File: src/rtl/eth_arp_tx_pkg.sv
// Shared constants and types for the Ethernet ARP transmit path.
package eth_arp_tx_pkg;

  localparam logic [15:0] ETH_TYPE_ARP    = 16'h0806;
  localparam logic [15:0] ETH_TYPE_IPV4   = 16'h0800;
  localparam logic [15:0] ARP_HTYPE_ETH   = 16'h0001;
  localparam logic [15:0] ARP_OPER_REPLY  = 16'h0002;
  localparam int unsigned ARP_FRAME_WORDS = 15;

  typedef enum logic [0:0] {
    StIdle,
    StSend
  } arp_state_e;

endpackage

File: src/rtl/eth_arp_word_mux.sv
// Combinational word selector for an ARP reply frame; reusable by other TX builders.
module eth_arp_word_mux
  import eth_arp_tx_pkg::*;
(
  input  logic [3:0]  word_idx,
  input  logic [47:0] self_mac,
  input  logic [31:0] self_ip,
  input  logic [47:0] req_mac,
  input  logic [31:0] req_ip,
  output logic [31:0] word
);

  always_comb begin
    word = '0;
    case (word_idx)
      4'd0:    word = req_mac[47:16];
      4'd1:    word = {req_mac[15:0], self_mac[47:32]};
      4'd2:    word = self_mac[31:0];
      4'd3:    word = {ETH_TYPE_ARP, ARP_HTYPE_ETH};
      4'd4:    word = {ETH_TYPE_IPV4, 8'h06, 8'h04};
      4'd5:    word = {ARP_OPER_REPLY, self_mac[47:32]};
      4'd6:    word = self_mac[31:0];
      4'd7:    word = self_ip;
      4'd8:    word = req_mac[47:16];
      4'd9:    word = {req_mac[15:0], req_ip[31:16]};
      4'd10:   word = {req_ip[15:0], 16'h0000};
      // W11..W14 are zero padding up to the 60-byte minimum frame.
      default: word = '0;
    endcase
  end

endmodule

File: src/rtl/eth_arp_tx.sv
// ARP reply frame generator: latches addresses on i_sync and streams a fixed
// 60-byte reply as 32-bit words with valid/ready handshake.
module eth_arp_tx
  import eth_arp_tx_pkg::*;
#(
  parameter int unsigned FRAME_WORDS = ARP_FRAME_WORDS
) (
  input  logic        clk,
  input  logic        rst_n,
  input  logic        i_sync,
  input  logic [47:0] i_self_mac,
  input  logic [31:0] i_self_ip,
  input  logic [47:0] i_req_mac,
  input  logic [31:0] i_req_ip,
  output logic [31:0] o_out_data,
  output logic        o_out_sop,
  output logic        o_out_eop,
  output logic        o_out_vld,
  output logic [1:0]  o_out_empty,
  input  logic        i_out_rdy,
  output logic        o_ready
);

  localparam logic [3:0] LastIdx = 4'(FRAME_WORDS - 1);

  arp_state_e  state_q;
  logic [3:0]  word_idx_q;
  logic [47:0] self_mac_q;
  logic [31:0] self_ip_q;
  logic [47:0] req_mac_q;
  logic [31:0] req_ip_q;
  logic [31:0] mux_word;
  logic        send;

  always_ff @(posedge clk or negedge rst_n) begin
    if (!rst_n) begin
      state_q    <= StIdle;
      word_idx_q <= '0;
      self_mac_q <= '0;
      self_ip_q  <= '0;
      req_mac_q  <= '0;
      req_ip_q   <= '0;
    end else begin
      case (state_q)
        StIdle: begin
          if (i_sync) begin
            self_mac_q <= i_self_mac;
            self_ip_q  <= i_self_ip;
            req_mac_q  <= i_req_mac;
            req_ip_q   <= i_req_ip;
            word_idx_q <= '0;
            state_q    <= StSend;
          end
        end
        StSend: begin
          // i_sync is deliberately ignored here so the frame in flight stays intact.
          if (i_out_rdy) begin
            if (word_idx_q == LastIdx) begin
              word_idx_q <= '0;
              state_q    <= StIdle;
            end else begin
              word_idx_q <= word_idx_q + 4'd1;
            end
          end
        end
        default: state_q <= StIdle;
      endcase
    end
  end

  eth_arp_word_mux u_word_mux (
    .word_idx (word_idx_q),
    .self_mac (self_mac_q),
    .self_ip  (self_ip_q),
    .req_mac  (req_mac_q),
    .req_ip   (req_ip_q),
    .word     (mux_word)
  );

  // All outputs come straight from registers, never from i_out_rdy.
  assign send        = (state_q == StSend);
  assign o_out_vld   = send;
  assign o_ready     = ~send;
  assign o_out_sop   = send && (word_idx_q == 4'd0);
  assign o_out_eop   = send && (word_idx_q == LastIdx);
  assign o_out_data  = send ? mux_word : 32'h0;
  assign o_out_empty = 2'b00;

endmodule

File: config.mk
export PLATFORM = sky130hd
export DESIGN_NAME = eth_arp_tx
export DESIGN_NICKNAME = d
export VERILOG_FILES = /design/src/rtl/eth_arp_tx_pkg.sv /design/src/rtl/eth_arp_word_mux.sv /design/src/rtl/eth_arp_tx.sv
export SDC_FILE = /design/constraint.sdc
export NUM_CORES = 1
export LEC_CHECK = 0
export BUFFER_PORTS_ARGS = -buffer_cell sky130_fd_sc_hd__buf_2
export CORE_ASPECT_RATIO = 1.2
export CORE_MARGIN = 2
export CORE_UTILIZATION = 54
export DETAILED_ROUTE_END_ITERATION = 10
export PLACE_DENSITY = 0.82
export SLEW_MARGIN = 20
export SYNTH_ARGS = -nofsm -noshare
export SYNTH_HDL_FRONTEND = slang
export SYNTH_HIERARCHICAL = 1
export SYNTH_SLANG_ARGS = --single-unit
File: constraint.sdc
create_clock -name clk -period 2.5 [get_ports clk]
set_input_delay 0.5 -clock clk [delete_from_list [all_inputs] [get_ports clk]]
set_output_delay 0.5 -clock clk [all_outputs]
set_load 0.1 [all_outputs]
Word-level counts from Yosys, hierarchy flattened
Index checks and enable logic that the tools add are counted.
{"block": "op_classes", "n_addsub": 1, "n_mul": 0, "bitwise_logic": 1, "n_div": 0, "muxes": 10, "n_lt_le_gt_ge": 0, "n_reduce_logical": 7, "n_eq_ne": 13, "shifts": 0}
{"op": "$pmux W32 S9", "count": 1}
{"op": "$mux W32", "count": 1}
{"op": "$eq A4 B3 Y1 const B", "count": 4}
{"op": "$eq A4 B4 Y1 const B", "count": 4}
{"op": "$mux W4", "count": 3}
{"op": "$eq A4 B2 Y1 const B", "count": 2}
{"op": "$pmux W4 S2", "count": 1}
{"op": "$add A4 B1 Y4 const B", "count": 1}
{"op": "$eq A4 B1 Y1 const B", "count": 1}
{"op": "$logic_not A4 Y1", "count": 1}
{"op": "$ne A2 B2 Y1 const B", "count": 2}
{"op": "$reduce_and A2 Y1", "count": 2}
{"op": "$reduce_or A2 Y1", "count": 2}
{"op": "$mux W1", "count": 3}
{"op": "$logic_and A1 B1 Y1", "count": 2}
{"op": "$pmux W1 S2", "count": 1}
{"op": "$not A1 Y1", "count": 1}
{"block": "word_totals", "mem_bits_rw": 0, "mem_bits_ro": 0, "latchBits": 0, "regBits": 165, "mem_count": 0, "in_bits": 164, "output_inout_bits": 38, "elab_cells": 38}

Depth between registers and ports, before layout
{"block": "logic_depth", "depth_word": 4, "depth_mapped": 8}

By module
The synthesis kept the hierarchy.
{"mod": "eth_arp_tx", "seq_area_each_um2": 4129.0, "instances": 1, "area_per_inst_um2": 6587.6, "cells_each": 749}
{"mod": "eth_arp_word_mux", "seq_area_each_um2": 0.0, "instances": 1, "area_per_inst_um2": 1471.4, "cells_each": 224}

Worst setup path before layout
No wires, ideal clock.
{"block": "synth_timing", "path_type": "reg2out", "start": "register state_q (netlist: o_out_vld)", "end": "output o_out_sop", "arrival_time_ns": 4.936, "required_time_ns": 2.000, "slack_ns": -2.936, "stages_incl_launch_ff": 4, "path_cell_list": "dfrtp_1 buf_2 inv_1 nor4b_1"}
{"block": "synth_via", "elab_chain_len": 1}
{"element": "from (decl)", "line_no": "eth_arp_tx.sv:26", "text": "arp_state_e state_q;"}
{"element": "from (signal assigned)", "line_no": "eth_arp_tx.sv:37", "text": "state_q <= StIdle;"}
{"element": "from (signal assigned)", "line_no": "eth_arp_tx.sv:52", "text": "state_q <= StSend;"}
{"element": "from (signal assigned)", "line_no": "eth_arp_tx.sv:60", "text": "state_q <= StIdle;"}
{"element": "$logic_and A1 B1 Y1", "line_no": "eth_arp_tx.sv:84", "text": "assign o_out_sop = send && (word_idx_q == 4'd0);"}
{"element": "to (decl)", "line_no": "eth_arp_tx.sv:16", "text": "output logic o_out_sop,"}
Every way passes these cells.

Worst setup path in the final report
{"block": "layout_timing", "start": "register word_idx_q[1]", "end": "output o_out_data[4]"}
{"block": "layout_via", "elab_chain_len": 4, "word_cells_on_any_way": 15, "classes_between": "eq/ne (10); mux (2); reduce/logical (3)"}
{"element": "from (decl)", "line_no": "eth_arp_tx.sv:27", "text": "logic [3:0] word_idx_q;"}
{"element": "from (signal assigned)", "line_no": "eth_arp_tx.sv:62", "text": "word_idx_q <= word_idx_q + 4'd1;"}
{"element": "$eq A4 B4 Y1 (tied with other cells)", "line_no": "eth_arp_word_mux.sv:15", "text": "case (word_idx)"}
{"element": "$reduce_or A2 Y1 (no source line)"}
{"element": "$pmux W32 S9 *", "line_no": "eth_arp_word_mux.sv:15"}
{"element": "via mux_word[4]", "line_no": "eth_arp_tx.sv:32", "text": "logic [31:0] mux_word;"}
{"element": "$mux W32 *", "line_no": "eth_arp_tx.sv:86", "text": "assign o_out_data = send ? mux_word : 32'h0;"}
{"element": "to (decl)", "line_no": "eth_arp_tx.sv:15", "text": "output logic [31:0] o_out_data,"}
The timed path passes the listed nets; every way through them passes the cells marked *.

==> run metrics <==
status complete, but fails checks; failing checks setup timing; static leakage 5.81 nW; detailed placement HPWL 15.5 mm; gp weighted congestion 0.898; Core ar. 0.0145 mm2; Crit. End Element primary output; vias per cell 5.47; crit path time final 2610 ps; CP max stage delay 460 ps; final worst path period share 104%; GRT overflow 0; critical path's slowest cell dfrtp_2; Layout Utilization 76.5%; maximum clock path buffer count 2; Synth cell types 48; sequential fraction of the synthesis area between 50% and 60%; Max-cap violations 0; buffers added on ports between 150 and 200; met1 usage a little over a third; area delta synth->final 37.3%; RSZ-0062 raised after global routing true; Post-route DRC 0; clk_skew 4.25 ps; Routed WL between 20 and 25 mm; Root Buffer clkbuf_16; Power Density approximately 1600 mW/mm2; Mapped Area 0.00806 mm2; die height 138 um; crit path launch word_idx_q[1]$_DFFE_PN0P_; critical-path cell list clkinvlp_4 > buf_4 > a22oi_1 > o22ai_1 > a21o_1 > and2_4 > buf_12; total track usage 30.6%; Tot Pwr 18.0 mW; CTS sink cnt 165; max-slew violation count 0; clk_lat worst skew 430 ps; Pre-antenna DRT Iters 5; CP startpoint kind flop; Iter 0 DRT Violations slightly below 600; Cell Rows 48; number of synthesized flops with an enable pin 0; GRT busiest layer met2; CP delay by family, top buffers and inverters; Worst-path clk slew 60 ps; crit-path max FO 6; fin nets 1337; DRT antenna net count 0; layout cell share with drive strength beyond 1 between 30% and 40%; most common flop cell mapped by yosys dfrtp_1; initial antenna violation count 3; hold_buf cts 0; first-pass GRT wire length 37.0 mm; post-route setup slack -109 ps; met3 Use GR 7.17%; Num CTS Buffers 17; CTS tree done; FF-to-FF Start word_idx_q[1]$_DFFE_PN0P_; synthesized area per cell around 8.3 um2; final instance area between 0.01 and 0.015 mm2; flip-flop and latch count after synthesis between 150 and 200; Worst Hold Class input port to asynchronous set/reset pin; Setup CP Type flop to primary output; Hold Slack 4.53 ps; initial core utilization between 50% and 60%; vias in the first global route 7485; endpoints failing hold 0; Bufs and invs on worst path 3; crit path DAT ~2100 ps; width of the chip 116 um; asr flop ratio synth 100%; Max VDD drop 1.68 mV; Setup violations, final 29; H-tree depth 4; Post-Syn Instances 973; post-place instance area 0.00971 mm2; Synth warnings 6; largest net degree at the start of global routing 69; max frequency 383 MHz; GRT met2 Usage 51.5%; Die Area 0.0159 mm2; average wire per standard cell 17.6 um; Critical Path RT 2000 ps; DR vias 7581; Ports 202
-- cell type report --
type                            count  area (um2)
Sequential cell                   165        4140
Multi-Input combinational cell    729        3820
Fill cell                        1015        3410
Timing Repair Buffer              247        2120
Clock buffer                       20         467
Tap cell                          200         250
Clock inverter                     12         223
Inverter                           10        46.3
Antenna cell                        2        5.00
-- worst register-to-register path: cells and delay by family, from the launching register on --
family	cells	cell delay, ps
buf+inv	2	340
fa+ha+maj	1	190
simple gates	2	450
flops	1	470
compound gates	1	220
-- placed cells by master (no fill, tap or decap), types with 3 or more instances in the layout --
master	count
nor2b_4	13
inv_1	5
clkbuf_8	3
nor2_1	3
o21a_1	13
and2_4	25
clkbuf_16	18
dfrtp_2	4
and2_1	8
nand2_1	488
mux2i_1	4
buf_4	22
bufinv_16	6
a21oi_1	39
clkinvlp_4	4
buf_2	164
o22ai_2	3
a21o_1	11
nor2b_1	7
nand3_1	7
clkinv_2	3
buf_6	11
and3_1	6
o22ai_1	8
dfrtp_1	160
a32oi_2	8
a22oi_2	7
o21ai_1	4
a32oi_1	5
a21oi_2	15
buf_12	44
a22oi_1	12
-- state kept, by name, indices dropped and copies added (netlist names) --
register	cells
word_idx_q	4
o_out_vld	1
self_ip_q	32
req_ip_q	32
self_mac_q	48
req_mac_q	48
-- cell families (layout without fill, tap and decap cells) --
family | Yosys count | in the layout | share of synthesized area (%)
simple gates | 572 | 573 | 29.3
flops | 165 | 165 | 51.2
compound gates | 145 | 145 | 12.1
buf+inv | 81 | 289 | 6.15
mux | 5 | 5 | 0.637
fa+ha+maj | 3 | 3 | 0.466
other cells | 1 | 4 | 0.0465
xor+xnor | 1 | 1 | 0.109
-- synth_stat cells, drive strengths merged, types with 4 or more instances --
library cell,number,area (um2)
nand2,489,1840
mux2i,4,40.0
and3,7,43.8
a32oi,13,114
a22oi,19,143
dfrtp,165,4130
o21ai,6,30.0
inv,9,33.8
nor2,5,26.3
nor2b,20,140
a21o,11,82.6
and2,35,219
buf,65,435
clkbuf,6,22.5
o22ai,11,68.8
o21a,13,97.6
nand3,7,35.0
a21oi,54,270
-- power breakdown --
part / leakage, nW / switching [mW] / internal (mW) / total, mW
logic: 3.41 / 6.02 / 4.07 / 10.1
clock network: 0.333 / 1.09 / 1.95 / 3.04
registers: 2.07 / 0.907 / 3.95 / 4.86
-- path summary, 6_finish.rpt --
| path | to | slack [ps] | cells after the start |
|---|---|---|---|
| max | o_out_data[4] | -110 | 7 |
| min | req_ip_q[12]$_DFFE_PN0P_ | 5 | 1 |
| max reg2reg | word_idx_q[3]$_DFFE_PN0P_ | 730 | 6 |
| min reg2reg | req_mac_q[44]$_DFFE_PN0P_ | 480 | 2 |
| max in group asynchronous | req_ip_q[30]$_DFFE_PN0P_ | 1780 | 2 |
| min in group clk | self_ip_q[26]$_DFFE_PN0P_ | 250 | 3 |
-- per-layer routing --
metal / up-vias / wire, um
met4: 2 / 1070
met3: 75 / 1860
met1: 3588 / 9260
met2: 390 / 12200
met5: - / 11
li1: 3526 / -
-- through the flow --
| stage | std cells | setup WS [ps] | setup TNS (ps) |
|---|---|---|---|
| global route | 1383 | -207 | -4080 |
| global placement | 1327 | 217 | 0 |
| finish | 1385 | -109 | -1820 |
| detailed placement | 1327 | 106 | 0 |
| floorplan | 974 | -433 | -433 |
| CTS | 1372 | -99.6 | -1560 |
-- timing repair --
item / in CTS / in global routing
cloned: 2 / 2
setup endpoints to repair: 34 / 34
buffers inserted: 11 / 9
hold endpoints to repair: 0 / 0
resized for setup: 58 / 50
pin swaps: 5 / 8
(Power assumes the default switching activity.)
